**src/rtl/pusch_hop_seq_ctrl_pkg.sv**
```systemverilog
// Shared constants, encodings and helpers for the DMRS hopping control sequencer.
package pusch_hop_seq_ctrl_pkg;

  localparam int unsigned NC          = 1600;
  localparam int unsigned N_SYMB_SLOT = 14;
  localparam int unsigned SLOT_W      = 5;
  localparam int unsigned CNT_W       = 13;
  localparam int unsigned QUOT_W      = 6;
  localparam int unsigned NID_W       = 10;
  localparam int unsigned LFSR_W      = 31;
  localparam int unsigned BIDX_W      = 3;

  typedef enum logic [1:0] {
    ALL_DIS = 2'd0,
    GH_EN   = 2'd1,
    SH_EN   = 2'd2
  } hop_mode_e;

  typedef enum logic [2:0] {
    IDLE    = 3'd0,
    DIV     = 3'd1,
    LOAD    = 3'd2,
    WARM    = 3'd3,
    COLLECT = 3'd4,
    DONE    = 3'd5
  } state_e;

  // Sequence offset of the first collected bit; wraps modulo 2^CNT_W.
  function automatic logic [CNT_W-1:0] calc_offset(input hop_mode_e m,
                                                   input logic [SLOT_W-1:0] ns,
                                                   input logic [3:0] l);
    logic [CNT_W-1:0] s;
    s = CNT_W'(N_SYMB_SLOT) * CNT_W'(ns) + CNT_W'(l);
    return (m == GH_EN) ? (s << 3) : s;
  endfunction

endpackage

```
**src/rtl/gold_lfsr.sv**
```systemverilog
// Length-31 Gold sequence generator: x1/x2 registers with load and single-step advance.
module gold_lfsr
  import pusch_hop_seq_ctrl_pkg::*;
(
  input  logic              clk,
  input  logic              rst,
  input  logic              load,
  input  logic              step,
  input  logic [LFSR_W-1:0] x2_init,
  output logic              out_bit_c
);

  logic [LFSR_W-1:0] x1_q;
  logic [LFSR_W-1:0] x2_q;

  // Bit 0 holds x(n); each step shifts in x(n+31).
  always_ff @(posedge clk) begin
    if (rst) begin
      x1_q <= '0;
      x2_q <= '0;
    end else if (load) begin
      x1_q <= LFSR_W'(1);
      x2_q <= x2_init;
    end else if (step) begin
      x1_q <= {x1_q[3] ^ x1_q[0], x1_q[LFSR_W-1:1]};
      x2_q <= {x2_q[3] ^ x2_q[2] ^ x2_q[1] ^ x2_q[0], x2_q[LFSR_W-1:1]};
    end
  end

  assign out_bit_c = x1_q[0] ^ x2_q[0];

endmodule

```
**src/rtl/pusch_hop_seq_ctrl.sv**
```systemverilog
// DMRS group/sequence hopping control-bit sequencer.
// Optional SEQ_CACHE_EN: reuse the LFSR state of the previous run when the
// new request continues the same sequence at or beyond the position reached.
module pusch_hop_seq_ctrl
  import pusch_hop_seq_ctrl_pkg::*;
(
  input  logic              clk,
  input  logic              rst,
  input  logic              start,
  input  logic [NID_W-1:0]  n_ID,
  input  logic [1:0]        En_hopping,
  input  logic [SLOT_W-1:0] slot_num,
  input  logic [3:0]        symb_idx,
  output logic              busy,
  output logic [7:0]        c,
  output logic              c_valid,
  output logic [NID_W-1:0]  n_ID_o,
  output logic [1:0]        hop_mode_o
);

  state_e             state;
  logic [CNT_W-1:0]   offset_q;
  logic [NID_W-1:0]   rem_q;
  logic [QUOT_W-1:0]  quot_q;
  logic [CNT_W-1:0]   cnt_q;
  logic [BIDX_W-1:0]  bidx_q;

  hop_mode_e          req_mode_c;
  hop_mode_e          cur_mode_c;
  logic [LFSR_W-1:0]  cinit_c;
  logic [CNT_W-1:0]   target_c;
  logic [CNT_W-1:0]   skip_c;
  logic [BIDX_W-1:0]  last_bit_c;
  logic               hit_c;
  logic               lfsr_load_c;
  logic               lfsr_step_c;
  logic               lfsr_bit_c;

  assign req_mode_c  = (En_hopping == 2'd3) ? ALL_DIS : hop_mode_e'(En_hopping);
  assign cur_mode_c  = hop_mode_e'(hop_mode_o);
  assign cinit_c     = (cur_mode_c == GH_EN) ? LFSR_W'(quot_q) : LFSR_W'(n_ID_o);
  assign target_c    = CNT_W'(NC) + offset_q;
  assign last_bit_c  = (cur_mode_c == GH_EN) ? BIDX_W'(7) : BIDX_W'(0);

`ifdef SEQ_CACHE_EN
  logic              cache_valid;
  hop_mode_e         cache_mode;
  logic [LFSR_W-1:0] cache_cinit;
  logic [CNT_W-1:0]  cache_pos;

  assign hit_c  = cache_valid && (cache_mode == cur_mode_c) &&
                  (cache_cinit == cinit_c) && (target_c >= cache_pos);
  assign skip_c = hit_c ? (target_c - cache_pos) : target_c;

  // The LFSR registers are left untouched between runs, so they hold the cached x1/x2.
  always_ff @(posedge clk) begin
    if (rst) begin
      cache_valid <= 1'b0;
      cache_mode  <= ALL_DIS;
      cache_cinit <= '0;
      cache_pos   <= '0;
    end else if (state == COLLECT && bidx_q == last_bit_c) begin
      cache_valid <= 1'b1;
      cache_mode  <= cur_mode_c;
      cache_cinit <= cinit_c;
      cache_pos   <= target_c + CNT_W'(last_bit_c) + CNT_W'(1);
    end
  end
`else
  assign hit_c  = 1'b0;
  assign skip_c = target_c;
`endif

  assign lfsr_load_c = (state == LOAD) && !hit_c;
  assign lfsr_step_c = (state == WARM) || (state == COLLECT);

  gold_lfsr u_gold_lfsr (
    .clk       (clk),
    .rst       (rst),
    .load      (lfsr_load_c),
    .step      (lfsr_step_c),
    .x2_init   (cinit_c),
    .out_bit_c (lfsr_bit_c)
  );

  // Request sequencing FSM with registered outputs.
  always_ff @(posedge clk) begin
    if (rst) begin
      state      <= IDLE;
      busy       <= 1'b0;
      c          <= '0;
      c_valid    <= 1'b0;
      n_ID_o     <= '0;
      hop_mode_o <= '0;
      offset_q   <= '0;
      rem_q      <= '0;
      quot_q     <= '0;
      cnt_q      <= '0;
      bidx_q     <= '0;
    end else begin
      c_valid <= 1'b0;
      case (state)
        IDLE: begin
          if (start) begin
            n_ID_o     <= n_ID;
            hop_mode_o <= req_mode_c;
            offset_q   <= calc_offset(req_mode_c, slot_num, symb_idx);
            rem_q      <= n_ID;
            quot_q     <= '0;
            bidx_q     <= '0;
            c          <= '0;
            case (req_mode_c)
              GH_EN: begin
                state <= DIV;
                busy  <= 1'b1;
              end
              SH_EN: begin
                state <= LOAD;
                busy  <= 1'b1;
              end
              default: begin
                state   <= DONE;
                c_valid <= 1'b1;
              end
            endcase
          end
        end
        DIV: begin
          if (rem_q >= NID_W'(30)) begin
            rem_q  <= rem_q - NID_W'(30);
            quot_q <= quot_q + QUOT_W'(1);
          end else begin
            state <= LOAD;
          end
        end
        LOAD: begin
          cnt_q <= skip_c;
          state <= (skip_c == '0) ? COLLECT : WARM;
        end
        WARM: begin
          cnt_q <= cnt_q - CNT_W'(1);
          if (cnt_q == CNT_W'(1)) state <= COLLECT;
        end
        COLLECT: begin
          c[bidx_q] <= lfsr_bit_c;
          bidx_q    <= bidx_q + BIDX_W'(1);
          if (bidx_q == last_bit_c) begin
            state   <= DONE;
            busy    <= 1'b0;
            c_valid <= 1'b1;
          end
        end
        DONE: begin
          state <= IDLE;
        end
        default: begin
          state <= IDLE;
        end
      endcase
    end
  end

endmodule

```
**config.mk**
```make
export PLATFORM = sky130hd
export DESIGN_NAME = pusch_hop_seq_ctrl
export DESIGN_NICKNAME = d
export VERILOG_FILES = /design/src/rtl/pusch_hop_seq_ctrl_pkg.sv /design/src/rtl/gold_lfsr.sv /design/src/rtl/pusch_hop_seq_ctrl.sv
export SDC_FILE = /design/constraint.sdc
export NUM_CORES = 1
export LEC_CHECK = 0
export ABC_AREA = 1
export CORE_ASPECT_RATIO = 2
export CORE_MARGIN = 8
export CORE_UTILIZATION = 55
export DETAILED_ROUTE_END_ITERATION = 7
export HOLD_SLACK_MARGIN = 0.08
export MAX_ROUTING_LAYER = met4
export PLACE_DENSITY = 0.75
export SLEW_MARGIN = 40
export SYNTH_ARGS = -nofsm -noshare
export SYNTH_HDL_FRONTEND = slang
export SYNTH_HIERARCHICAL = 1
export SYNTH_SLANG_ARGS = --single-unit
export TNS_END_PERCENT = 50
```
**constraint.sdc**
```tcl
create_clock -name clk -period 7.4 [get_ports clk]
set_input_delay 1.48 -clock clk [delete_from_list [all_inputs] [get_ports clk]]
set_output_delay 1.48 -clock clk [all_outputs]
set_load 0.005 [all_outputs]
```
# Word-level counts from Yosys, hierarchy flattened
# Cells that the tools add are included.
# word_totals
latch_bits	0
n_memories	0
mem_bits_ro	0
ff_bits	132
ram_bits	0
elab_cells	97
in_bits	24
output_inout_bits	22
# classes
magnitude_cmp	3
n_reduce_logical	15
add_sub_neg	6
n_div	0
n_shift	0
bitwise	5
n_eq_ne	16
mux	37
n_mul	1
# op_table
operator	n
two-way mux 31 bit	2
two-way mux 10 bit	3
case mux 13 bit (2 select lines)	1
two-way mux 3 bit	7
case mux 10 bit (2 select lines)	1
case mux 8 bit (2 select lines)	1
case mux 3 bit (5 select lines)	1
adder 11 x 13 -> 13 bit (first input constant)	1
equality test 13 x 1 -> 1 bit (second input constant)	1
zero test 13 bit	1
two-way mux 13 bit	1
subtractor 13 x 1 -> 13 bit (second input constant)	1
two-way mux 6 bit	2
case mux 3 bit (2 select lines)	2
case mux 6 bit (2 select lines)	1
adder 9 x 4 -> 10 bit	1
>= comparator 10 x 5 -> 1 bit (second input constant)	1
subtractor 10 x 5 -> 10 bit (second input constant)	1
two-way mux 1 bit	9
bitwise mux 8 bit	1
multiplier 3 x 5 -> 8 bit (first input constant)	1
two-way mux 8 bit	1
inequality test 2 bit (second input constant)	4
AND reduction 4 bit	2
22 further kinds	36

# Logic depth before layout (Yosys ltp)
# logic_depth
word_depth	7
ltp_mapped	13
mapped_depth_nobuf	13

# Hierarchy
# The synthesis kept the hierarchy.
# by_module_without_submodules
mod	cells_each	area_each_um2	n_inst	seq_area_each_um2
pusch_hop_seq_ctrl	582	4041.4	1	1381.3
gold_lfsr	379	2632.5	1	1241.2

# Worst setup path before layout
# Ideal clock, no wire load.
# synth_path
path_type	input -> register
startpoint	input slot_num[0]
endpoint	register offset_q[7]
arrival_time_ns	3.493
setup_slack_ns	3.794
stages	13
n_path_buf	0
path_cell_list	fa_1 ha_1 inv_1 fa_1 inv_1 nand2_1 o22ai_1 nand2_1 nor2_1 xnor2_1 nand2_1 nand2_1 nand2_1
# synth_via
elab_chain_len	3
# synth_lines
item	line	source
from (decl)	pusch_hop_seq_ctrl.sv:12	input logic [SLOT_W-1:0] slot_num,
multiplier 3 x 5 -> 8 bit	pusch_hop_seq_ctrl_pkg.sv:33	s = CNT_W'(N_SYMB_SLOT) * CNT_W'(ns) + CNT_W'(l);
adder 9 x 4 -> 10 bit	pusch_hop_seq_ctrl_pkg.sv:33	
two-way mux 13 bit	pusch_hop_seq_ctrl_pkg.sv:34	return (m == GH_EN) ? (s << 3) : s;
to (signal assigned)	pusch_hop_seq_ctrl.sv:107	offset_q <= calc_offset(req_mode_c, slot_num, symb_idx);
to (decl)	pusch_hop_seq_ctrl.sv:22	logic [CNT_W-1:0] offset_q;
# No other way between the ends.
# A chain may end at the register's enable or synchronous reset.

# Worst setup path after layout
# layout_path
startpoint	input slot_num[2]
endpoint	register offset_q[7]
# The elaborated chain is that of the path after synthesis.

==> results.toml <==
[floorplan]
ios = 46
core_area_um2 = 12000
die_x_um = 93.9
start_util = 0.557
die_h_um = 172
num_rows = 57
dieArea_um2 = 16100

[worst_setup_path]
worstPathArrival_ns = 4.26
crit_path_start_kind = "primary input"
r2r-start = "state[0]"
cp_max_fo = 4
reg2reg_to = "rem_q[9]"
r2r_cells = 8
crit_type = "primary input to register"
slowest_delay_ns = 0.61
crit_path_frequent_cell = "nand2_1"
cp_slowest_cell = "clkdlybuf4s50_1"
ff2ff_setup_slack_ns = 4.81
setup.worst_path.end = "offset_q[7]"
critical_path.cell_chain = "clkdlybuf4s50_1 > fa_1 > ha_1 > inv_1 > fa_1 > inv_1 > nand2_1 > o22ai_1 > nand2_1 > nor2_1 > xnor2_1 > nand2_1 > nand2_1 > nand2_1"
cp.required_ns = 7.71
crit_path_start = "slot_num[2]"
endpoint_kind = "register"

[global_route]
grt_first_pass_wirelength_um = 26800
antenna_found_initial = 0
overflow = 0
grt_max_degree = 41
grtUsageTotal = 0.210
grt_pass1_vias = 5828

[route]
wl_per_cell_um = 13.5
drcViolationCount = 0
first_pass_iters = 5
routed_wl_um = 15800
initialDrtViolationCount = 371
vias = 6247
ant_nets = 0
vias_per_cell = 5.33

[yosys]
ys.flop_type = "dfxtp_1"
async_flop_share = 0
ys_types = 45
yosysWarnings = 6
yosys.area.top_type_share = 0.393
yosysMostFrequentCell = "nand2_1"
netlist_instances = 961
syn_avg_cell_area_um2 = 6.94
synthTopCellsByArea = "dfxtp_1, nand2_1, inv_1"
ys_seq_area_frac = 0.393
synth_edf_count = 0
synth_area_um2 = 6670
synth_top_area_cell = "dfxtp_1"
synth_seq_cells = 131
yosys-top-cells-count = "nand2_1, dfxtp_1, inv_1, a21oi_1, nand3_1"

[hold_path]
hp-start = "u_gold_lfsr/x1_q[1]"
min-delay-path-class = "register to register"
hold_path_depth = 2

[placement]
dp_hpwl_um = 10700
placed_cells = 1140
gp_congestion = 0.860
port_buffers = 45

[pwr]
p_leak_nw = 3.44
power.share.combinational = 0.371
power_switching_share = 0.404
pwr_density_cell_nw_per_um2 = 363
ir_drop_uv = 238
switching_power_mw = 1.14
internal_power_mw = 1.68
clkPwrFrac = 0.292
seqPwrFrac = 0.338

[timing]
rsz0062_at_grt = "false"
timing.fmax_ghz = 0.253
fin_worst_skew_ns = 0.00953
period_share = 0.533
fin_setup_tns_ns = 0
finalSetupViolCount = 0
hold_viol = 0
maxSlewViolCount = 0
max_slew_margin = 0.420
fin_crit_ns = 3.95
tightest_slew_ns = 0.870

[cts]
clk_pin_slew_ns = 0.06
cts_buffers = 17
insertion_delay_ns = 0.42
h-tree-depth = 4
cts_resized = 0
post-cts-setup-buffers = 0
clock-sinks = 131
clk_path_buf_depth = 2
clock-root-buffer = "clkbuf_16"
hold_buffers = 0
tritoncts = "yes"

[cells_and_area]
stdcell_count = 1172
drive_gt1_frac = 0.0595
fin_nets = 1062
area_growth_syn_to_layout_pct = 16.6
diodes = 0
n_fill_cell = 1112

[job]
drv_cap = 0

[status]
status = "complete, no violations"
==> routing by layer <==
layer | routed length, µm | share of wire | global-route usage
met5 | 0 | 0 | -
met4 | 400 | 0.025 | 0.0917
met3 | 824 | 0.052 | 0.0468
met2 | 7540 | 0.48 | 0.329
met1 | 7040 | 0.45 | 0.250
==> final cells by class <==
class	count	area [µm²]	area share
inverters	126	473	0.0608
repair buffers	49	480	0.0617
flip-flops and latches	131	2620	0.337
multi-input cells	687	3440	0.442
clock buffers	18	439	0.0564
well taps	147	184	0.0236
clock inverters	14	141	0.0182
==> logic make-up after synthesis <==
logic type               Yosys count  synth area share
AO/OA/AOI/OAI                    174             0.142
XOR/XNOR                          20            0.0262
adder cells (fa/ha/maj)           26            0.0555
buffers and inverters            163             0.104
flip-flops                       131             0.393
other                              1          0.000562
AND/OR/NAND/NOR                  446             0.279
==> placed cells by master, fill, tap and decap left out, types with 6 or more instances in the layout <==
| master | n |
|---|---|
| nand2_1 | 305 |
| dfxtp_1 | 131 |
| inv_1 | 116 |
| a21oi_1 | 72 |
| nand3_1 | 61 |
| o21ai_0 | 59 |
| clkdlybuf4s50_1 | 45 |
| nor2_1 | 44 |
| conb_1 | 21 |
| ha_1 | 20 |
| clkbuf_16 | 17 |
| xor2_1 | 13 |
| a31oi_1 | 12 |
| inv_2 | 9 |
| a22oi_1 | 8 |
| nor3_1 | 8 |
| xnor2_1 | 7 |
| nor4_1 | 6 |
| fa_1 | 6 |
| inv_6 | 6 |
| o21ai_1 | 6 |
==> sequential cells by signal, indices dropped and copies added, names as in the netlist <==
signal and flops:
c_valid 1, rem_q 9, cnt_q 13, busy 1
bidx_q 3, quot_q 6, u_gold_lfsr/x1_q 31, c 8
hop_mode_o 2, offset_q 13, u_gold_lfsr/x2_q 31, n_ID_o 10
state 3
==> power groups by stage <==
stage / clock network, mW / logic, mW / registers (mW)
global route: 0.866 / 1.19 / 0.973
global placement: 0 / 1.02 / 0.964
detailed placement: 0 / 1.04 / 0.968
CTS: 0.834 / 1.05 / 0.955
floorplan: 0 / 0.847 / 0.941
finish: 0.825 / 1.05 / 0.955
==> how the worst min path moves through the flow <==
stage                           endpoint
global placement     u_gold_lfsr/x1_q[4]
floorplan           u_gold_lfsr/x1_q[10]
CTS                  u_gold_lfsr/x1_q[1]
global route         u_gold_lfsr/x1_q[4]
detailed placement   u_gold_lfsr/x1_q[3]
finish               u_gold_lfsr/x1_q[1]
==> worst max-delay path, delay by kind of cell <==
kind | cells | cell delay [ns]
adders and majority gates | 3 | 1.14
xor gates and xnor gates | 1 | 0.17
AOI/OAI and AO/OA | 1 | 0.18
and+or+nand+nor | 6 | 0.48
buffers and inverters | 3 | 0.81
==> metrics by stage <==
step                hold slack [ns]  total power, mW   util  cell area (µm²)  setup slack (ns)
finish                        0.455             2.83  0.650             7780              3.45
CTS                           0.459             2.84  0.650             7780              3.47
detailed placement            0.448             2.00  0.601             7200              3.04
floorplan                     0.433             1.79      -             6750              3.79
global route                  0.469             3.03  0.650             7780              3.23
global placement              0.442             1.98  0.601             7200              3.07
Note: power is estimated with default switching activity, not from simulation.
